$ cat config.mk
export PLATFORM = sky130hd
export DESIGN_NAME = spi_temp_scanner
export DESIGN_NICKNAME = d
export VERILOG_FILES = /design/src/rtl/spi_temp_scanner.sv
export SDC_FILE = /design/constraint.sdc
export NUM_CORES = 1
export LEC_CHECK = 0
export BUFFER_PORTS_ARGS = -buffer_cell sky130_fd_sc_hd__buf_4
export CORE_UTILIZATION = 56
export CTS_CLUSTER_SIZE = 25
export DETAILED_ROUTE_END_ITERATION = 10
export GPL_ROUTABILITY_DRIVEN = 0
export HOLD_SLACK_MARGIN = 0.12
export PLACE_DENSITY = 0.79
export RECOVER_POWER = 100
export SLEW_MARGIN = 20
export SYNTH_ARGS = -nofsm -noshare
export SYNTH_HDL_FRONTEND = slang
export SYNTH_SLANG_ARGS = --single-unit
$ cat constraint.sdc
create_clock -name clk -period 2.42 [get_ports clk]
set_input_delay 0.121 -clock clk [delete_from_list [all_inputs] [get_ports clk]]
set_output_delay 0.121 -clock clk [all_outputs]
set_load 0.005 [all_outputs]
$ cat src/rtl/spi_temp_scanner.sv
// spi_temp_scanner: SPI master that round-robins several temperature sensors on a shared bus
// and tracks a hysteretic over-temperature alarm per channel.
module spi_temp_scanner #(
  parameter int NUM_CH     = 2,
  parameter int FRAME_BITS = 16,
  parameter int DATA_BITS  = 8,
  parameter int CLK_DIV    = 2,
  parameter int GAP_CYCLES = 4,
  localparam int CH_W = NUM_CH > 1 ? $clog2(NUM_CH) : 1
) (
  input  logic                 clk,
  input  logic                 rst_n,
  input  logic                 start,
  input  logic                 auto_en,
  input  logic [DATA_BITS-1:0] thresh_hi,
  input  logic [DATA_BITS-1:0] thresh_lo,
  input  logic                 sio,
  output logic                 sck,
  output logic [NUM_CH-1:0]    cs_n,
  output logic                 busy,
  output logic [DATA_BITS-1:0] data_out,
  output logic [CH_W-1:0]      data_ch,
  output logic                 data_valid,
  output logic [NUM_CH-1:0]    alarm
);
  localparam int DIV_W = CLK_DIV > 1 ? $clog2(CLK_DIV) : 1;
  localparam int BIT_W = FRAME_BITS > 1 ? $clog2(FRAME_BITS) : 1;
  localparam int GAP_W = GAP_CYCLES > 1 ? $clog2(GAP_CYCLES) : 1;
  typedef enum logic [1:0] {IDLE, SETUP, SHIFT, GAP} state_t;
  state_t                state;
  logic [DIV_W-1:0]      div_cnt;
  logic [BIT_W-1:0]      bit_cnt;
  logic [GAP_W-1:0]      gap_cnt;
  logic [CH_W-1:0]       ch;
  logic [CH_W-1:0]       nxt_ch;
  logic [FRAME_BITS-1:0] sr;
  logic [DATA_BITS-1:0]  word;
  logic                  div_done;
  logic                  last_bit;
  logic                  last_ch;
  logic                  alarm_nxt;
  assign div_done = div_cnt == DIV_W'(CLK_DIV - 1);
  assign last_bit = bit_cnt == BIT_W'(FRAME_BITS - 1);
  assign last_ch  = ch == CH_W'(NUM_CH - 1);
  assign nxt_ch   = last_ch ? '0 : ch + 1'b1;
  assign word     = sr[FRAME_BITS-1 -: DATA_BITS];
  // set is tested first so it wins when the thresholds overlap
  assign alarm_nxt = $signed(word) >= $signed(thresh_hi) ? 1'b1 :
                     $signed(word) <  $signed(thresh_lo) ? 1'b0 : alarm[ch];
  always_ff @(posedge clk) begin
    if (!rst_n) begin
      state      <= IDLE;
      sck        <= 1'b0;
      cs_n       <= '1;
      busy       <= 1'b0;
      data_out   <= '0;
      data_ch    <= '0;
      data_valid <= 1'b0;
      alarm      <= '0;
      div_cnt    <= '0;
      bit_cnt    <= '0;
      gap_cnt    <= '0;
      ch         <= '0;
      sr         <= '0;
    end else begin
      data_valid <= 1'b0;
      case (state)
        IDLE: if (start || auto_en) begin
          state   <= SETUP;
          ch      <= '0;
          cs_n    <= ~NUM_CH'(1);
          busy    <= 1'b1;
          div_cnt <= '0;
        end
        SETUP: begin
          div_cnt <= div_done ? '0 : div_cnt + 1'b1;
          if (div_done) begin
            state   <= SHIFT;
            sck     <= 1'b1;
            sr      <= FRAME_BITS'({sr, sio});
            bit_cnt <= '0;
          end
        end
        SHIFT: begin
          div_cnt <= div_done ? '0 : div_cnt + 1'b1;
          if (div_done && sck)
            sck <= 1'b0;
          else if (div_done && !last_bit) begin
            sck     <= 1'b1;
            sr      <= FRAME_BITS'({sr, sio});
            bit_cnt <= bit_cnt + 1'b1;
          end else if (div_done) begin
            state      <= GAP;
            cs_n       <= '1;
            data_out   <= word;
            data_ch    <= ch;
            data_valid <= 1'b1;
            alarm[ch]  <= alarm_nxt;
            gap_cnt    <= '0;
          end
        end
        GAP: begin
          gap_cnt <= gap_cnt + 1'b1;
          if (gap_cnt == GAP_W'(GAP_CYCLES - 1)) begin
            if (!last_ch || auto_en) begin
              state   <= SETUP;
              ch      <= nxt_ch;
              cs_n    <= ~(NUM_CH'(1) << nxt_ch);
              div_cnt <= '0;
            end else begin
              state <= IDLE;
              busy  <= 1'b0;
            end
          end
        end
        default: state <= IDLE;
      endcase
    end
  end
endmodule
==> metrics.md, run 1 <==
| Metric | Value |
|---|---|
| Run status | completed |
| PortBufs | 36 |
| Clock tree from TritonCTS | built |
| Crit path from | state[0] |
| Clock power frac | 22.3% |
| Largest net degree at the start of global routing | 42 |
| Worst Setup End Kind | flip-flop |
| Core Util, Final | 71.1% |
| Total length of routed wires | 4350 um |
| Total count of max-transition violations in the final report | 0 |
| Number of synthesized register bits | 42 |
| Proportion of layout cells with a drive suffix above 1 | 16.6% |
| Count of routing violations after the opening detailed-route iteration | 45 |
| Stages on worst setup path | 8 |
| Switching share of power | 35.4% |
| Final Power | 2060 uW |
| Number of global-route vias before repair | 1,713 |
| Core box area | 3800 um^2 |
| Worst setup slack after layout | 0.289 ns |
| Number of fill cells | 324 |
| Number of buffers created by CTS | 5 |
| Slack of the worst reg-to-reg path | 0.29 ns |
| Endpoint of the most critical register-to-register path | alarm[0] |
| Number of rows in the core area | 22 |
| Critical Path Start Type | flip-flop |
| Starting density of the core | 60.6% |
| Cell class contributing the biggest share of worst-path delay | simple AND/OR/NAND/NOR gates |
| Maximum cell stage delay along the critical path | 0.38 ns |
| Count of nets after finishing | 338 |
| Worst-case setup slack after placement | 0.339 ns |
| Most used flip-flop cell after synthesis | dfxtp_1 |
| Die Y-Extent | 66.1 um |
| Async SR Flop Fraction | 0% |
| Residual overflow from global routing | 0 |
| Number of unique standard cell types used by synthesis | 45 |
| Normalized max-slew margin | 56.9% |
| Total count of hold-check failures in the final report | 0 |
| Combinational cell fraction of total power | 38.9% |
| Number of setup buffers added after CTS | 0 |
| Library cell used as clock root buffer | clkbuf_8 |
| Clock transition time at the flip-flop clock pins of the worst setup and hold paths | 0.08 ns |
| Highest ir drop seen on vdd | 0.647 mV |
| Depth of the CTS H-tree | 2 |
| Post-Syn Area | 2300 um^2 |
| Clock Latency Late Sink | 0.30 ns |
| Number of nets with antenna violations after detailed routing | 0 |
| End of the critical path | alarm[0] |
| Most common cell after layout, fill and taps aside | dfxtp_1 |
| Actual transition at the worst max-transition pin | 0.630 ns |
| Post-detailed-route wirelength per cell | 12.6 um |
| Post-Layout Inst Area | 2700 um^2 |
| Data required, critical path | 2.62 ns |
| Instance count of the mapped netlist | 259 |
| Post-detailed-placement half-perimeter wirelength | 3220 um |
| RSZ-0062 raised after global routing | false |
| Synth Warn # | 0 |
| Maximum capacitance violations | 0 |
| Power density relative to cell area | 762 nW/um^2 |
| # IOs | 37 |
| Post-DR vias/cell | 5.37 |
| Post-Place Cell Area | 2620 um^2 |
| Floorplan die width | 66.1 um |
| Deepest clock path buffer count | 2 |
| Tot GR Track Use | 21.9% |
| Final sum of negative setup slack | 0 ns |
| Number of gates resized after cts | 0 |
| Seq pwr share | 38.8% |
| Worst EP arrival | 2.33 ns |
| Final worst path period share | 88.1% |
| Iteration count of the initial detailed-routing pass | 4 |
| Final setup violation count | 0 |
| # DRC | 0 |
| Number of antenna violations at the first check in global routing | 0 |
| Net Switching | 729 uW |
| FF-to-FF Start | state[0] |
| Net count after synthesis | 302 |
| Full die area | 4370 um^2 |
| Minimum clock period | 2.13 ns |
| Mean cell area of the mapped netlist | 8.89 um^2 |
| Growth of design area from synthesis to finish | 17.3% |
| Internal | 1330 uW |
| Cell at the slowest stage of the critical path | ha_1 |
| Leakage power of the design | 0.00118 uW |
| Cells traversed along the worst timing path | inv_1 -> ha_1 -> and2b_1 -> nand3_1 -> clkbuf_2 -> nor3_1 -> o211ai_1 -> and3b_1 |
| R2R cell count | 8 |
| Clock Sinks | 42 |
| Clock Skews | 0.00788 ns |
| Timing-limited maximum frequency | 0.469 GHz |
| Routed vias | 1,847 |
| Worst path buffer plus inverter count | 2 |
| Maximum fanout along the worst path | 14 |
| Antenna Cells | 0 |
| Class of the tightest hold or removal check | input pin to flip-flop |
| Number of enable-type register cells in the synthesized netlist | 0 |
| First-pass GRT wire length | 7330 um |
| Setup CP Type | flip-flop to flip-flop |
| Proportion of synthesized chip area in sequential cells | 36.5% |
| Most frequent cells in the layout | 42 x dfxtp_1, 32 x nand2_1, 27 x inv_1, 22 x nor2b_1, 22 x ha_1 |
## synthesized netlist by cell type (all sizes together) (2+ instances only)
cell      n  area (um^2)
a2111oi   3         45.1
nand2    32          120
inv      27          101
ha       22          275
a21oi     5         25.0
o21ai     9         45.0
and3      4         25.0
nor2b    22          138
nand3     3         27.5
a21boi   14          105
a22oi     2         15.0
nor2      7         26.3
clkbuf    7         26.3
and2      3         18.8
mux2i    18          180
nand3b    2         15.0
o211ai    4         30.0
dfxtp    42          841
nand4     3         18.8
buf       4         28.8
xor2      2         17.5
o22ai     2         12.5
nor3      3         15.0
nand2b    4         25.0
## area by class of cell
type / count / area, um^2 / share of cell area [%]
inverter: 27 / 101 / 3.75
clock buffer: 5 / 68.8 / 2.55
clock inverter: 3 / 23.8 / 0.880
timing repair buffer: 40 / 295 / 10.9
sequential: 42 / 841 / 31.1
multi-input combinational: 179 / 1310 / 48.5
tap: 48 / 60.1 / 2.22
## logic make-up after synthesis
group	count (synthesis)	share of synthesized area (%)
flops	42	36.5
simple gates	87	20.0
fa+ha+maj	22	12.0
compound gates	50	16.1
mux	18	7.83
buf+inv	38	6.79
xor+xnor	2	0.761
## worst register-to-register path, cell delays in order (launching register included)
cell	delay, ns
dfxtp_1	0.37
inv_1	0.10
ha_1	0.38
and2b_1	0.22
nand3_1	0.15
clkbuf_2	0.29
nor3_1	0.23
o211ai_1	0.11
and3b_1	0.18
## power groups by stage
| stage | Sequential [uW] | Clock [uW] | Combinational, uW |
|---|---|---|---|
| global placement | 816 | 0 | 815 |
| finish | 799 | 460 | 801 |
| floorplan | 792 | 0 | 671 |
| detailed placement | 819 | 0 | 832 |
| CTS | 802 | 476 | 835 |
| global route | 812 | 511 | 885 |
## registers in the layout (all words and copies together), names as in the netlist, 2 cells and up
signal	cells
sr	16
data_out	8
bit_cnt	4
state	2
cs_n	2
alarm	2
gap_cnt	2
## worst min path at each step
stage,from,end,cells past startpoint
global route,rst_n,cs_n[0],2
global placement,sio,sr[0],3
floorplan,rst_n,alarm[0],1
detailed placement,sio,sr[0],3
finish,rst_n,cs_n[0],2
CTS,rst_n,cs_n[1],2
## metal layers
| layer | vias up | wire, um | GRT usage (%) |
|---|---|---|---|
| li1 | 954 | - | - |
| met4 | 0 | 55 | 7.18 |
| met2 | 29 | 2090 | 39.9 |
| met1 | 857 | 2080 | 25.4 |
| met5 | - | 0 | 0 |
| met3 | 7 | 128 | 4.14 |
## metrics by stage
stage / hold slack, ns / cells
after global routing: 0.174 / 344
after global placement: 0.380 / 335
final: 0.160 / 344
after floorplan: 0.277 / 259
after detailed placement: 0.408 / 335
after CTS: 0.154 / 344
## what timing repair did
action,4_1_cts,5_1_grt
hold endpoints to repair,1,0
hold buffers,1,0
setup endpoints to repair,0,0
(Power assumes the default switching activity.)
==> inputs of run 2 (changes only) <==
--- a/config.mk
+++ b/config.mk
@@ -5,13 +5,13 @@
 export SDC_FILE = /design/constraint.sdc
 export NUM_CORES = 1
 export LEC_CHECK = 0
-export BUFFER_PORTS_ARGS = -buffer_cell sky130_fd_sc_hd__buf_4
-export CORE_UTILIZATION = 56
+export CORE_UTILIZATION = 60
 export CTS_CLUSTER_SIZE = 25
 export DETAILED_ROUTE_END_ITERATION = 10
+export DONT_BUFFER_PORTS = 1
 export GPL_ROUTABILITY_DRIVEN = 0
 export HOLD_SLACK_MARGIN = 0.12
-export PLACE_DENSITY = 0.79
+export PLACE_DENSITY = 0.76
 export RECOVER_POWER = 100
 export SLEW_MARGIN = 20
 export SYNTH_ARGS = -nofsm -noshare
==> run 2 against run 1 <==
Net effect:
- sequential share of layout area grew 3.3 points
- utilization shrank 4.4 points
- die area fell by 6.5%
- largest power group unchanged
- clock power increased by 1%
- register-to-register slack got worse by 0.08 ns
- combinational power up 1%
- highest routed layer unchanged
==> metrics.md, run 2 (synthesized netlist as in run 1, its figures left out) <==
| Metric | Value |
|---|---|
| Routed vias | 1,726 (-6.6%) |
| Full die area | 4090 um^2 (-6.5%) |
| Run status | completed |
| Final sum of negative setup slack | 0 ns (unchanged) |
| Registers with the most flip-flops | sr (16), data_out (8), bit_cnt (4) |
| Highest ir drop seen on vdd | 0.617 mV (-4.7%) |
| Tot GR Track Use | 22.2% (+0.28 points) |
| Growth of design area from synthesis to finish | 6.03% |
| Worst setup slack after layout | 0.205 ns (-0.0840 ns) |
| Die Y-Extent | 63.9 um (-3.3%) |
| Residual overflow from global routing | 0 (unchanged) |
| Power density relative to cell area | 852 nW/um^2 (+12%) |
| Post-detailed-placement half-perimeter wirelength | 3130 um (-2.9%) |
| Worst EP arrival | 2.39 ns (+0.06 ns) |
| Largest net degree at the start of global routing | 42 (unchanged) |
| Number of rows in the core area | 22 (unchanged) |
| Number of antenna violations at the first check in global routing | 0 (unchanged) |
| Number of global-route vias before repair | 1,606 (-6.2%) |
| Clock tree from TritonCTS | built |
| FF-to-FF Start | state[0] |
| # DRC | 0 (unchanged) |
| Total length of routed wires | 4300 um (-1.3%) |
| Iteration count of the initial detailed-routing pass | 6 (+2) |
| Depth of the CTS H-tree | 2 (unchanged) |
| Starting density of the core | 62.9% (+2.3 points) |
| Number of fill cells | 330 (+1.9%) |
| Antenna Cells | 0 (unchanged) |
| Maximum fanout along the worst path | 8 (-6) |
| Post-detailed-route wirelength per cell | 13.9 um (+9.9%) |
| # IOs | 37 (unchanged) |
| Total count of max-transition violations in the final report | 0 (unchanged) |
| Number of setup buffers added after CTS | 0 (unchanged) |
| Number of flip-flops in the largest register | 16 (unchanged) |
| Number of gates resized after cts | 0 (unchanged) |
| Slack of the worst reg-to-reg path | 0.21 ns (-0.08 ns) |
| Worst path buffer plus inverter count | 1 (-1) |
| Minimum clock period | 2.21 ns (+0.0840 ns) |
| Clock Latency Late Sink | 0.30 ns (about the same) |
| Most common cell after layout, fill and taps aside | dfxtp_1 |
| Most flops, register | sr |
| Clock Sinks | 42 (unchanged) |
| Normalized max-slew margin | 61.9% (+5.0 points) |
| Library cell used as clock root buffer | clkbuf_8 |
| First-pass GRT wire length | 6980 um (-4.8%) |
| Final setup violation count | 0 (unchanged) |
| Setup CP Type | flip-flop to flip-flop |
| Timing-limited maximum frequency | 0.451 GHz (-3.8%) |
| Worst-case setup slack after placement | 0.281 ns (-0.0575 ns) |
| Clock Skews | 0.00860 ns (+0.000721 ns) |
| R2R cell count | 7 (-1) |
| Count of nets after finishing | 303 (-10%) |
| Count of routing violations after the opening detailed-route iteration | 78 (+73%) |
| HP Start | auto_en |
| Number of nets with antenna violations after detailed routing | 0 (unchanged) |
| Critical Path Start Type | flip-flop |
| Number of buffers created by CTS | 5 (unchanged) |
| Maximum cell stage delay along the critical path | 0.54 ns (+0.16 ns) |
| Maximum capacitance violations | 0 (unchanged) |
| Number of instances on the worst hold path | 3 (+1) |
| Total count of hold-check failures in the final report | 0 (unchanged) |
| RSZ-0062 raised after global routing | false |
| PortBufs | 0 (-100%) |
| Proportion of layout cells with a drive suffix above 1 | 5.36% (-11 points) |
| Core box area | 3660 um^2 (-3.6%) |
| Actual transition at the worst max-transition pin | 0.571 ns (-0.0587 ns) |
| Post-DR vias/cell | 5.59 (+4.0%) |
| Most frequent cells in the layout | 42 x dfxtp_1, 32 x nand2_1, 27 x inv_1, 22 x nor2b_1, 22 x ha_1 |
| Class of the tightest hold or removal check | input pin to flip-flop |
| Clock transition time at the flip-flop clock pins of the worst setup and hold paths | 0.08 ns (about the same) |
| Register Area | 841 um^2 (unchanged) |
| Area of the multi-input gates | 1300 um^2 (-0.95%) |
| Endpoint of the most critical register-to-register path | cs_n[1] |
| Data required, critical path | 2.60 ns (-0.02 ns) |
| Floorplan die width | 63.9 um (-3.3%) |
| Final Power | 2080 uW (+0.94%) |
| Worst Setup End Kind | flip-flop |
| Cell class contributing the biggest share of worst-path delay | compound AO/OA/AOI/OAI gates |
| Deepest clock path buffer count | 2 (unchanged) |
| Final worst path period share | 91.5% (+3.5 points) |
| Capture endpoint of the worst hold path | div_cnt |
| Cell at the slowest stage of the critical path | a2111oi_2 |
| Cells traversed along the worst timing path | inv_1 -> ha_1 -> and2b_1 -> nand3_1 -> a2111oi_2 -> mux2i_1 -> nand2_1 |
| Leakage power of the design | 0.00101 uW (-14%) |
run 2: changes by cell type in the layout (fill, tap and decap cells not counted), sizes merged:
cell	delta
clkbuf	-18
buf	-17
run 2: final cells by class:
cell class	instances	area share, %
repair buffers	5	1.95
inverters	27	4.15
well taps	48	2.46
clock buffers	5	2.82
clock inverters	3	0.974
flip-flops and latches	42	34.4
multi-input cells	179	53.2
run 2: metrics by stage:
| stage | util, % | hold slack [ns] | instances | area, um^2 |
|---|---|---|---|---|
| 3_5_place_dp | 64.5 | 0.190 | 299 | 2360 |
| 3_3_place_gp | 64.5 | 0.185 | 299 | 2360 |
| 6_report | 66.7 | 0.137 | 309 | 2440 |
| 5_1_grt | 66.7 | 0.168 | 309 | 2440 |
| 4_1_cts | 67.6 | 0.141 | 309 | 2470 |
| 2_1_floorplan | - | 0.277 | 259 | 2300 |
run 2: worst max-delay path by stage:
| stage | from | endpoint | slack [ns] | cells after the start |
|---|---|---|---|---|
| 5_1_grt | state[0] | cs_n[0] | 0.06 | 7 |
| 4_1_cts | state[0] | cs_n[0] | 0.27 | 7 |
| 3_3_place_gp | state[0] | sr[2] | 0.35 | 7 |
| 2_1_floorplan | state[0] | bit_cnt[3] | 0.53 | 9 |
| 6_report | state[0] | cs_n[1] | 0.21 | 7 |
| 3_5_place_dp | state[0] | sr[0] | 0.28 | 7 |
run 2: power breakdown:
part | leakage, uW | internal (uW) | total (uW) | switching [uW]
clock network | 0.0000408 | 206 | 466 | 260
logic | 0.000631 | 394 | 809 | 415
registers | 0.000340 | 744 | 804 | 59.6
run 2: repair_timing:
item	in CTS	in global routing
hold buffers	2	0
setup endpoints to repair	0	0
hold endpoints to repair	42	0
run 2: worst min-delay path: cells and delay by family:
family          cells  cell delay [ns]
compound gates      3             0.27
run 2: metal layers:
layer | GRT usage, % | vias to the layer above | wire length, um
li1 | - | 882 | -
met1 | 25.8 | 791 | 2000
met2 | 37.5 | 43 | 2030
met3 | 5.71 | 10 | 157
met4 | 11.1 | 0 | 108
met5 | 0 | - | 0
==> inputs of run 3 (changes only) <==
--- a/config.mk
+++ b/config.mk
@@ -5,13 +5,15 @@
 export SDC_FILE = /design/constraint.sdc
 export NUM_CORES = 1
 export LEC_CHECK = 0
-export CORE_UTILIZATION = 60
+export CELL_PAD_IN_SITES_DETAIL_PLACEMENT = 0
+export CELL_PAD_IN_SITES_GLOBAL_PLACEMENT = 1
+export CORE_UTILIZATION = 45
 export CTS_CLUSTER_SIZE = 25
 export DETAILED_ROUTE_END_ITERATION = 10
 export DONT_BUFFER_PORTS = 1
 export GPL_ROUTABILITY_DRIVEN = 0
 export HOLD_SLACK_MARGIN = 0.12
-export PLACE_DENSITY = 0.76
+export PLACE_DENSITY_LB_ADDON = 0.1
 export RECOVER_POWER = 100
 export SLEW_MARGIN = 20
 export SYNTH_ARGS = -nofsm -noshare
==> run 3 against run 2 <==
Net effect:
- sequential share of layout area decreased by 0.69 points
- worst hold slack improved by 0.018 ns
- utilization down 15 points
- critical path type unchanged
- largest cell class unchanged
- highest routed layer unchanged
==> metrics.md, run 3 (synthesized netlist as in run 1, its figures left out) <==
| Metric | Value |
|---|---|
| Run status | completed |
| Antenna Cells | 0 (unchanged) |
| Count of nets after finishing | 304 (+0.33%) |
| Timing-limited maximum frequency | 0.465 GHz (+2.9%) |
| Maximum capacitance violations | 0 (unchanged) |
| Crit path from | state[0] |
| Maximum fanout along the worst path | 10 (+2) |
| Count of routing violations after the opening detailed-route iteration | 49 (-37%) |
| Core box area | 4820 um^2 (+32%) |
| Growth of design area from synthesis to finish | 8.21% |
| Most flops, register | sr |
| Post-DR vias/cell | 5.05 (-9.6%) |
| Final setup violation count | 0 (unchanged) |
| End of the critical path | sr[12] |
| Number of setup buffers added after CTS | 0 (unchanged) |
| Die Y-Extent | 73.5 um (+15%) |
| Number of rows in the core area | 25 (+14%) |
| Final sum of negative setup slack | 0 ns (unchanged) |
| Number of instances on the worst hold path | 3 (unchanged) |
| Tightest hold margin | 0.155 ns (+0.0181 ns) |
| Post-detailed-placement half-perimeter wirelength | 3170 um (+1.3%) |
| Final instance count without filler cells | 329 (+6.5%) |
| Worst Setup End Kind | flip-flop |
| Library cell used as clock root buffer | clkbuf_8 |
| Clock Latency Late Sink | 0.30 ns (about the same) |
| Floorplan die width | 73.5 um (+15%) |
| Residual overflow from global routing | 0 (unchanged) |
| Data required, critical path | 2.62 ns (+0.02 ns) |
| HP Start | auto_en |
| Actual transition at the worst max-transition pin | 0.574 ns (+0.00208 ns) |
| Deepest clock path buffer count | 2 (unchanged) |
| # DRC | 0 (unchanged) |
| Setup CP Type | flip-flop to flip-flop |
| Most frequent cells in the layout | 42 x dfxtp_1, 32 x nand2_1, 27 x inv_1, 22 x nor2b_1, 22 x ha_1 |
| Number of fill cells | 492 (+49%) |
| Number of gates resized after cts | 0 (unchanged) |
| Leakage power of the design | 0.00102 uW (+1.2%) |
| Number of global-route vias before repair | 1,555 (-3.2%) |
| Routed vias | 1,661 (-3.8%) |
| RSZ-0062 raised after global routing | false |
| Full die area | 5410 um^2 (+32%) |
| Class of the tightest hold or removal check | input pin to flip-flop |
| Total length of routed wires | 4330 um (+0.77%) |
| Minimum clock period | 2.15 ns (-0.0625 ns) |
| Post-Layout Inst Area | 2490 um^2 (+2.1%) |
| Post-detailed-route wirelength per cell | 13.2 um (-5.4%) |
| Worst EP arrival | 2.35 ns (-0.04 ns) |
| Number of nets with antenna violations after detailed routing | 0 (unchanged) |
| First-pass GRT wire length | 7270 um (+4.3%) |
| Total count of max-transition violations in the final report | 0 (unchanged) |
| Largest net degree at the start of global routing | 42 (unchanged) |
| Clock tree from TritonCTS | built |
| Depth of the CTS H-tree | 2 (unchanged) |
| Proportion of layout cells with a drive suffix above 1 | 5.34% (-0.020 points) |
| Normalized max-slew margin | 60.8% (-1.1 points) |
| Number of antenna violations at the first check in global routing | 0 (unchanged) |
| Power density relative to cell area | 813 nW/um^2 (-4.5%) |
| FF-to-FF Start | state[0] |
| Clock Skews | 0.00819 ns (-0.000406 ns) |
| Highest ir drop seen on vdd | 0.397 mV (-36%) |
| Clock Sinks | 42 (unchanged) |
| R2R cell count | 7 (unchanged) |
| Slack of the worst reg-to-reg path | 0.27 ns (+0.06 ns) |
| Worst setup slack after layout | 0.268 ns (+0.0625 ns) |
| # IOs | 37 (unchanged) |
| Total count of hold-check failures in the final report | 0 (unchanged) |
| Most common cell after layout, fill and taps aside | dfxtp_1 |
| Final worst path period share | 88.9% (-2.6 points) |
| Starting density of the core | 47.8% (-15 points) |
| Iteration count of the initial detailed-routing pass | 4 (-2) |
| Worst-case setup slack after placement | 0.309 ns (+0.0279 ns) |
| Critical Path Start Type | flip-flop |
| Instance count after placement with tap cells included | 318 (+6.4%) |
| Registers with the most flip-flops | sr (16), data_out (8), bit_cnt (4) |
| PortBufs | 0 (unchanged) |
| Post-Place Cell Area | 2370 um^2 (+0.48%) |
| Clock transition time at the flip-flop clock pins of the worst setup and hold paths | 0.08 ns (about the same) |
| Endpoint of the most critical register-to-register path | sr[12] |
| Number of buffers created by CTS | 5 (unchanged) |
| Tot GR Track Use | 17.7% (-4.4 points) |
| Number of flip-flops in the largest register | 16 (unchanged) |
run 3: through the flow:
stage | power [uW] | util [%]
2_1_floorplan | 1460 | -
3_3_place_gp | 1600 | 49.2
6_report | 2030 | 51.7
5_1_grt | 2160 | 51.7
4_1_cts | 2070 | 51.9
3_5_place_dp | 1600 | 49.2
run 3: worst max-delay path, cell delays in order (launching register included):
cell and delay, ns:
dfxtp_1 0.43, inv_1 0.09, ha_1 0.32, inv_1 0.11
o32ai_4 0.53, clkbuf_2 0.31, mux2i_1 0.21, nor2b_1 0.06
run 3: layout make-up:
class                           count  area [um^2]  area share [%]
Tap cell                           67         83.8            3.37
Inverter                           27          101            4.07
Multi-Input combinational cell    179         1320            53.1
Timing Repair Buffer                6         55.1            2.21
Clock inverter                      2         13.8           0.552
Sequential cell                    42          841            33.8
Clock buffer                        6         72.6            2.91
run 3: how the worst min path moves through the flow:
stage               endpoint  slack (ns)
floorplan           alarm[0]        0.28
global placement     cs_n[1]        0.18
detailed placement   cs_n[0]        0.19
CTS                  div_cnt        0.15
global route         div_cnt        0.17
finish               div_cnt        0.16
run 3: metal layers:
layer	vias to the layer above	wire [um]	global-route usage [%]	share of wire, %
met4	0	72	7.05	1.7
met5	-	0	0	0
met3	7	154	4.66	3.6
li1	884	-	-	-
met2	32	1930	27.9	45
met1	738	2170	23.1	50
run 3: where the power goes:
part / internal, uW / switching, uW / total, uW
clock network: 204 / 248 / 451
registers: 744 / 60.9 / 805
logic: 350 / 420 / 770
total: 1300 / 728 / 2030
run 3: timing repair:
action,in CTS,in global routing
endpoints found under the setup margin,0,0
hold buffers,3,0
hold endpoints to repair,42,0
